<file path="src/rtl/pipeline_ctrl_pkg.sv">
// Shared encodings for the pipeline hazard controller: FSM states, forwarding
// selects and the scoreboard entry format.
package pipeline_ctrl_pkg;

  localparam logic [1:0] StIdle    = 2'd0;
  localparam logic [1:0] StRun     = 2'd1;
  localparam logic [1:0] StMemWait = 2'd2;

  localparam logic [1:0] FwdRegfile = 2'b00;
  localparam logic [1:0] FwdExMem   = 2'b01;
  localparam logic [1:0] FwdMemWb   = 2'b10;
  localparam logic [1:0] FwdRetired = 2'b11;

  // Widest register address an entry can hold; narrower addresses are zero-extended.
  localparam int unsigned SbRdW = 8;

  typedef struct packed {
    logic             v;
    logic [SbRdW-1:0] rd;
    logic             ld;
  } sb_entry_t;

  // Entry written for a bubble or a flushed instruction.
  localparam sb_entry_t SbNop = '{v: 1'b0, rd: '0, ld: 1'b0};

  // hits[0] is the youngest in-flight producer (EX), hits[2] the oldest (WB).
  function automatic logic [1:0] youngest_sel(logic [2:0] hits);
    logic [1:0] sel;
    sel = FwdRegfile;
    if (hits[2]) sel = FwdRetired;
    if (hits[1]) sel = FwdMemWb;
    if (hits[0]) sel = FwdExMem;
    return sel;
  endfunction

endpackage

</file>
<file path="src/rtl/hazard_scoreboard.sv">
// Three-entry scoreboard of in-flight destinations (EX, MEM, WB) with RAW match,
// stall decision and registered forwarding selects for the instruction leaving ID.
module hazard_scoreboard
  import pipeline_ctrl_pkg::*;
#(
  parameter int unsigned RA_W   = 5,
  parameter bit          FWD_EN = 1'b1
) (
  input  logic            CLK,
  input  logic            RSTB,
  input  logic            advance,
  input  logic            load_nop,
  input  logic            id_valid,
  input  logic [RA_W-1:0] id_rs1,
  input  logic [RA_W-1:0] id_rs2,
  input  logic            id_use_rs1,
  input  logic            id_use_rs2,
  input  logic [RA_W-1:0] id_rd,
  input  logic            id_reg_write,
  input  logic            id_is_load,
  output logic            stall,
  output logic [1:0]      fwd_a_sel,
  output logic [1:0]      fwd_b_sel
);

  sb_entry_t        sb_q [3];
  sb_entry_t        issue;
  logic [2:0]       hit_a, hit_b;
  logic [SbRdW-1:0] rs1_x, rs2_x;

  assign rs1_x = SbRdW'(id_rs1);
  assign rs2_x = SbRdW'(id_rs2);

  always_comb begin
    issue    = SbNop;
    issue.v  = id_valid & id_reg_write & (id_rd != '0);
    issue.rd = SbRdW'(id_rd);
    issue.ld = id_is_load;
  end

  // x0 is hardwired, so a read of x0 never depends on anything in flight.
  always_comb begin
    hit_a = '0;
    hit_b = '0;
    for (int k = 0; k < 3; k++) begin
      hit_a[k] = id_valid & id_use_rs1 & (id_rs1 != '0) & sb_q[k].v & (sb_q[k].rd == rs1_x);
      hit_b[k] = id_valid & id_use_rs2 & (id_rs2 != '0) & sb_q[k].v & (sb_q[k].rd == rs2_x);
    end
  end

  always_ff @(posedge CLK or negedge RSTB) begin
    if (!RSTB) begin
      sb_q[0] <= SbNop;
      sb_q[1] <= SbNop;
      sb_q[2] <= SbNop;
    end else if (advance) begin
      sb_q[2] <= sb_q[1];
      sb_q[1] <= sb_q[0];
      sb_q[0] <= load_nop ? SbNop : issue;
    end
  end

  if (FWD_EN) begin : g_fwd
    logic [1:0] fwd_a_q, fwd_b_q;

    // Only a load still in EX cannot be bypassed.
    assign stall = (hit_a[0] | hit_b[0]) & sb_q[0].ld;

    always_ff @(posedge CLK or negedge RSTB) begin
      if (!RSTB) begin
        fwd_a_q <= FwdRegfile;
        fwd_b_q <= FwdRegfile;
      end else if (advance) begin
        fwd_a_q <= load_nop ? FwdRegfile : youngest_sel(hit_a);
        fwd_b_q <= load_nop ? FwdRegfile : youngest_sel(hit_b);
      end
    end

    assign fwd_a_sel = fwd_a_q;
    assign fwd_b_sel = fwd_b_q;
  end else begin : g_nofwd
    assign stall     = |{hit_a, hit_b};
    assign fwd_a_sel = FwdRegfile;
    assign fwd_b_sel = FwdRegfile;
  end

endmodule

</file>
<file path="src/rtl/pipeline_hazard_ctrl.sv">
// Five-stage pipeline sequencer: run/freeze FSM, redirect flush, load-use bubbles,
// forwarding selects and a saturating stall counter.
module pipeline_hazard_ctrl
  import pipeline_ctrl_pkg::*;
#(
  parameter int unsigned RA_W   = 5,
  parameter bit          FWD_EN = 1'b1,
  parameter int unsigned CNT_W  = 16
) (
  input  logic             CLK,
  input  logic             RSTB,
  input  logic             RUN_EN,
  input  logic             id_valid,
  input  logic [RA_W-1:0]  id_rs1,
  input  logic [RA_W-1:0]  id_rs2,
  input  logic             id_use_rs1,
  input  logic             id_use_rs2,
  input  logic [RA_W-1:0]  id_rd,
  input  logic             id_RegWrite,
  input  logic             id_is_load,
  input  logic             ex_redirect,
  input  logic             mem_req,
  input  logic             mem_ack,
  output logic             CNTEN,
  output logic             PCsel,
  output logic             IFID_EN,
  output logic             IFID_FLUSH,
  output logic             IDEX_EN,
  output logic             IDEX_BUBBLE,
  output logic             EXMEM_EN,
  output logic [1:0]       fwd_a_sel,
  output logic [1:0]       fwd_b_sel,
  output logic [CNT_W-1:0] stall_cnt
);

  logic [1:0]       state_q, state_d;
  logic [CNT_W-1:0] stall_cnt_q;
  logic             running, frozen, advance, stall;

  assign running = (state_q != StIdle);
  // The ack cycle of an outstanding access already advances.
  assign frozen  = ((state_q == StRun) & mem_req & ~mem_ack) |
                   ((state_q == StMemWait) & ~mem_ack);
  assign advance = running & ~frozen;

  hazard_scoreboard #(
    .RA_W   (RA_W),
    .FWD_EN (FWD_EN)
  ) u_scoreboard (
    .CLK          (CLK),
    .RSTB         (RSTB),
    .advance      (advance),
    .load_nop     (ex_redirect | stall),
    .id_valid     (id_valid),
    .id_rs1       (id_rs1),
    .id_rs2       (id_rs2),
    .id_use_rs1   (id_use_rs1),
    .id_use_rs2   (id_use_rs2),
    .id_rd        (id_rd),
    .id_reg_write (id_RegWrite),
    .id_is_load   (id_is_load),
    .stall        (stall),
    .fwd_a_sel    (fwd_a_sel),
    .fwd_b_sel    (fwd_b_sel)
  );

  // Bubble and flush are written through the normal load enables of their registers.
  always_comb begin
    CNTEN       = 1'b0;
    PCsel       = 1'b0;
    IFID_EN     = 1'b0;
    IFID_FLUSH  = 1'b0;
    IDEX_EN     = 1'b0;
    IDEX_BUBBLE = 1'b0;
    EXMEM_EN    = 1'b0;
    if (advance) begin
      IDEX_EN  = 1'b1;
      EXMEM_EN = 1'b1;
      if (ex_redirect) begin
        CNTEN       = 1'b1;
        PCsel       = 1'b1;
        IFID_EN     = 1'b1;
        IFID_FLUSH  = 1'b1;
        IDEX_BUBBLE = 1'b1;
      end else if (stall) begin
        IDEX_BUBBLE = 1'b1;
      end else begin
        CNTEN   = 1'b1;
        IFID_EN = 1'b1;
      end
    end
  end

  always_comb begin
    state_d = state_q;
    unique case (state_q)
      StIdle:    if (RUN_EN) state_d = StRun;
      StRun:     if (mem_req & ~mem_ack) state_d = StMemWait;
      StMemWait: if (mem_ack) state_d = StRun;
      default:   state_d = StIdle;
    endcase
  end

  always_ff @(posedge CLK or negedge RSTB) begin
    if (!RSTB) begin
      state_q     <= StIdle;
      stall_cnt_q <= '0;
    end else begin
      state_q <= state_d;
      if (running && !CNTEN && (stall_cnt_q != '1)) begin
        stall_cnt_q <= stall_cnt_q + CNT_W'(1);
      end
    end
  end

  assign stall_cnt = stall_cnt_q;

endmodule

</file>
<file path="config.mk">
export PLATFORM = sky130hd
export DESIGN_NAME = pipeline_hazard_ctrl
export DESIGN_NICKNAME = d
export VERILOG_FILES = /design/src/rtl/pipeline_ctrl_pkg.sv /design/src/rtl/hazard_scoreboard.sv /design/src/rtl/pipeline_hazard_ctrl.sv
export SDC_FILE = /design/constraint.sdc
export NUM_CORES = 1
export LEC_CHECK = 0
export CAP_MARGIN = 10
export CELL_PAD_IN_SITES_DETAIL_PLACEMENT = 0
export CELL_PAD_IN_SITES_GLOBAL_PLACEMENT = 1
export CORE_ASPECT_RATIO = 1.4
export CORE_MARGIN = 2
export CORE_UTILIZATION = 41
export DETAILED_ROUTE_END_ITERATION = 16
export PLACE_DENSITY_LB_ADDON = 0.15
export SLEW_MARGIN = 20
export SYNTH_ARGS = -nofsm -noshare
export SYNTH_HDL_FRONTEND = slang
export SYNTH_SLANG_ARGS = --single-unit
</file>
<file path="constraint.sdc">
create_clock -name CLK -period 3.3 [get_ports CLK]
set_input_delay 0.33 -clock CLK [delete_from_list [all_inputs] [get_ports CLK]]
set_output_delay 0.33 -clock CLK [all_outputs]
set_load 0.01 [all_outputs]
</file>
Word-level counts from Yosys, hierarchy flattened. Index checks and enable logic that the tools add are counted.

Add/sub/neg operators: 1. Eq/ne operators: 12. Muxes and demuxes: 22. Bitwise operators: 29. Reduce and logical (&&, ||, !) cells: 9.

Operators by type and width (count): 8-bit by 5-bit equality test with 1-bit output (6); 1-bit bitwise AND (24); 2-bit 2-to-1 mux (11); 16-bit by 1-bit adder with 16-bit output (second input constant) (1); 16-bit != test (second input constant) (1); 5-bit nonzero test (3); 10-bit 2-to-1 mux (1); 1-bit 2-to-1 mux (9); 2-bit case mux with 3 select lines (1); 2-bit != test (second input constant) (2); 1-bit OR (3); 3-bit AND reduction (1); 2-bit by 1-bit equality test with 1-bit output (second input constant) (1); 2-bit equality test (second input constant) (1); 1-bit logical AND (2); 2-bit zero test (1); 2-bit by 1-bit != test with 1-bit output (second input constant) (1); 1-bit NOT (2); 2-bit nonzero test (1); 1-bit zero test (1).

Register bits: 50.

Logic depth before layout (Yosys ltp).
Word-level depth: 12. Mapped depth: 8. Gate-level depth less buffers: 7.

Cells and area by module. From an unflattened synthesis, not the netlist that was laid out.

Cells, all modules: 223. Area total of the unflattened synthesis: 2372.3 um^2.

By module, submodules not included: hazard_scoreboard (instances 1, cells each 125, area each 1373.8 um^2, sequential area each 575.6 um^2); pipeline_hazard_ctrl (instances 1, cells each 98, area each 998.5 um^2, sequential area each 450.4 um^2).

Least setup slack after synthesis. No wires, ideal clock.

Path type: input to output. Start: input id_rs1[0]. End: output IFID_EN. Arrival: 1.764 ns. Slack: 1.206 ns. Stages on the path: 7. Cells stage by stage: or4_1 > o211ai_2 > nand4b_4 > a21bo_4 > nor2_1 > nor2_1 > buf_4.

Longest elaborated chain between the ends: 9. Elaborated cells between the ends (all ways): 10. Those cells by class: eq/ne: 1; mux: 3; bitwise: 5; reduce/logical: 1.

RTL lines: start, declared (line pipeline_hazard_ctrl.sv:14) `input logic [RA_W-1:0] id_rs1,`; 5-bit nonzero test (line hazard_scoreboard.sv:46) `hit_a[k] = id_valid & id_use_rs1 & (id_rs1 != '0) & sb_q[k].v & (sb_q[k].rd == rs1_x);`; 1-bit bitwise AND (2 in series) (line hazard_scoreboard.sv:46); 1-bit bitwise AND (*) (line hazard_scoreboard.sv:46); 1-bit OR (*) (line hazard_scoreboard.sv:67) `assign stall = (hit_a[0] | hit_b[0]) & sb_q[0].ld;`; 1-bit bitwise AND (*) (line hazard_scoreboard.sv:67); 1-bit 2-to-1 mux (*) (3 in series); end, declared (line pipeline_hazard_ctrl.sv:26) `output logic IFID_EN,`.

Mark *: on every way between the ends. The rest lies on a longest branch, timed or not.

Final worst setup path.
Start: input id_rs1[0]. End: output CNTEN.

Longest elaborated chain between the ends: 9. Elaborated cells between the ends (all ways): 10. Those cells by class: eq/ne: 1; mux: 3; bitwise: 5; reduce/logical: 1.

RTL lines: 5-bit nonzero test (line hazard_scoreboard.sv:46); 1-bit bitwise AND (2 in series) (line hazard_scoreboard.sv:46); 1-bit bitwise AND (*) (line hazard_scoreboard.sv:46); 1-bit OR (*) (line hazard_scoreboard.sv:67); 1-bit bitwise AND (*) (line hazard_scoreboard.sv:67); 1-bit 2-to-1 mux (*) (line pipeline_hazard_ctrl.sv:85) `end else if (stall) begin`; 1-bit 2-to-1 mux (*) (line pipeline_hazard_ctrl.sv:79) `if (ex_redirect) begin`; 1-bit 2-to-1 mux (*) (line pipeline_hazard_ctrl.sv:76) `if (advance) begin`; end, declared (line pipeline_hazard_ctrl.sv:24) `output logic CNTEN,`.

Marked as above.

==> qor.csv <==
stage,metric,value,unit
status,status,finished clean,
grt,remaining global-route overflow,0,
sta,final setup fails,0,
clock_tree,worst skew pair latency,0.29,ns
drt,drt wl/cell,16.4,um
drt,via count,1875,
grt,initial antenna violation count,0,
clock_tree,post-cts hold buffer count,0,
final_layout,"commonest non-fill, non-tap cell in the layout",clkdlybuf4s50_1,
critical_path,CP cell instances,"clkdlybuf4s50_1, or4_1, o211ai_2, nand4b_4, a21bo_4, nor2_1, nor2_1, clkdlybuf4s50_1",
grt,first-pass GRT wire length,9540,um
pwr,Flop pwr share,41.8,%
sta,clk_skew,0.00610,ns
pwr,Sw Ratio,39.8,%
critical_path,CP Capture Type,output pin,
place,placed wire-length estimate,4330,um
synthesis,sequential fraction of the synthesis area,44.2,%
pwr,P_sw,0.821,mW
drt,DRC viols,0,
die,Die H,93,um
final_layout,FILL cells,533,
critical_path,Critical Path Start Type,input port,
clock_tree,Clock Path Buffers,2,
drt,drt total wl,5770,um
sta,minimum clock period,3.04,ns
sta,"Hold Violations, Final",0,
drt,Routed Antenna Nets,0,
worst_hold_path,worst hold path type,in2async,
sta,Setup TNS Final,0,ns
grt,GRT Total Usage,20.3,%
sta,fin crit share,92.3,%
pwr,LEAKAGE,1.34,nW
die,Boundary Pins,53,
clock_tree,CTS tree,yes,
die,die area,6280,um2
critical_path,CP Data Required Time,2.97,ns
sta,unrepaired setup endpoints after global routing,false,
die,Starting Density,42.3,%
drt,Initial DRC Count,120,
pwr,total power,2.06,mW
clock_tree,TritonCTS Buffers,5,
synthesis,syn_area_per_cell,10.3,um2
critical_path,Critical-path top delay cell,or4_1,
die,num rows,32,
sta,Slew @ Worst Pin,0.923,ns
drt,iteration count of the initial detailed-routing pass,4,
pwr,Int Power,1.24,mW
place,gpl congestion,0.833,
die,Core ar.,5490,um2
final_layout,share of cells above drive strength 1,11.7,%
synthesis,number of distinct library cells after synthesis,43,
synthesis,synthesized net count,253,
flow_run,Max Cap Viol,0,
clock_tree,Clock Sink Count,41,
grt,vias in the first global route,2023,
clock_tree,postcts setup bufs,0,
synthesis,Yosys warning count,0,
drt,drt via density,5.34,
final_layout,n_diodes,0,
place,PortBufs,52,
critical_path,Crit path largest cell delay,0.57,ns
critical_path,crit path DAT,2.71,ns
final_layout,most frequent cells in the layout,"clkdlybuf4s50_1, nand2_1, dfrtp_1",
synthesis,Syn Inst Count,226,
clock_tree,htree depth,2,
critical_path,crit-path max FO,4,
pwr,Logic pwr share,43.0,%
grt,largest net degree at the start of global routing,42,
clock_tree,"CTS clk-pin slew, worst paths",0.07,ns
sta,Max-Slew Margin vs Limit,38.4,%
synthesis,Synth Register Bits,41,
synthesis,Syn Std Cell Area,2320,um2
critical_path,Critical Setup Path Class,in2out,
pwr,pwr dens,688,nW/um2
pwr,Clk pwr share,15.3,%
clock_tree,root buf cell,clkbuf_8,
final_layout,nets@finish,309,
clock_tree,number of gates resized after cts,0,
sta,fmax,328,MHz
die,Die W,67.6,um
final_layout,area delta synth->final,29.2,%
pwr,Worst VDD drop,370,uV
sta,Final Slew Violations,0,
-- flip-flops by register name, summed over array words and instances, names as in the netlist --
name / count
u_scoreboard.fwd_b_sel: 2
u_scoreboard.sb_q: 19
u_scoreboard.fwd_a_sel: 2
state_q: 2
stall_cnt: 16
-- stage by stage --
step | util, % | hold WS, ns | cells | cell area [um2] | setup WS (ns)
after CTS | 54.6 | 0.204 | 351 | 3000 | 0.204
after global routing | 54.6 | 0.244 | 351 | 3000 | 0.135
after floorplan | - | 0.0344 | 226 | 2320 | 1.21
after global placement | 53.1 | 0.486 | 343 | 2910 | 0.237
final | 54.6 | 0.174 | 351 | 3000 | 0.255
after detailed placement | 53.1 | 0.489 | 343 | 2910 | 0.213
-- final cells by class --
class | instances | area [um2] | share of cell area (%)
clock buffer | 6 | 72.6 | 2.42
clock inverter | 2 | 10.0 | 0.334
inverter | 4 | 15.0 | 0.501
timing repair buffer | 60 | 576 | 19.2
sequential | 41 | 1030 | 34.2
tap | 68 | 85.1 | 2.84
multi-input combinational | 170 | 1210 | 40.5
-- metal layers --
metal	routed length, um	track usage, %	up-vias
met5	0	0	-
met2	3080	36.8	48
met4	128	8.67	0
met1	2300	22.7	914
met3	253	3.13	11
li1	-	-	902
-- synth_stat cells (all sizes together) --
cell type,count,area [um2]
dfrtp,41,1030
nor4,5,37.5
and4,2,17.5
a32o,2,20.0
and3,6,37.5
a21oi,2,13.8
nand2b,3,18.8
xor2,20,175
nand3,3,20.0
nor3,2,10.0
o21bai,1,7.51
ha,1,12.5
or4,1,7.51
or3,5,36.3
nand2,41,154
o2111ai,3,26.3
a311oi,1,8.76
a22o,7,61.3
buf,7,51.3
xnor2,24,210
clkbuf,4,15.0
a221oi,1,8.76
a21bo,1,16.3
inv,4,15.0
nand4,4,25.0
o22ai,1,6.26
nor2,12,45.0
mux2,2,22.5
o21ai,4,23.8
and2,1,6.26
o211ai,11,133
o311a,2,20.0
a21o,1,7.51
nand4b,1,23.8
-- worst max-delay path, delay by kind of cell --
family / cells / cell delay (ns)
buf+inv: 2 / 1.05
simple gates: 4 / 0.96
compound gates: 2 / 0.36
-- power by group through the flow --
stage | combinational [mW] | clock [mW] | sequential (mW)
floorplan | 0.552 | 0 | 0.838
global placement | 0.887 | 0 | 0.869
detailed placement | 0.897 | 0 | 0.871
CTS | 0.902 | 0.325 | 0.862
global route | 0.984 | 0.345 | 0.893
finish | 0.886 | 0.315 | 0.862
-- kinds of logic after synthesis --
kind of cell               synth area share [%]
and+or+nand+nor                            18.9
xor gates and xnor gates                   16.6
DFF                                        44.2
AOI/OAI and AO/OA                          15.2
buffers and inverters                      3.51
muxes                                     0.971
adders and majority gates                 0.539
-- path summary, 6_finish.rpt --
| path | start | to | depth (start not counted) | slack (ns) |
|---|---|---|---|---|
| min reg2reg | stall_cnt[7] | stall_cnt[7] | 1 | 0.50 |
| min | RSTB | u_scoreboard.sb_q[2] | 1 | 0.17 |
| max in group asynchronous | RSTB | state_q[0] | 1 | 2.55 |
| min in group CLK | stall_cnt[7] | stall_cnt[7] | 1 | 0.50 |
| max | id_rs1[0] | CNTEN | 8 | 0.26 |
| max reg2reg | u_scoreboard.sb_q[23] | stall_cnt[1] | 7 | 0.74 |
(Power assumes the default switching activity.)
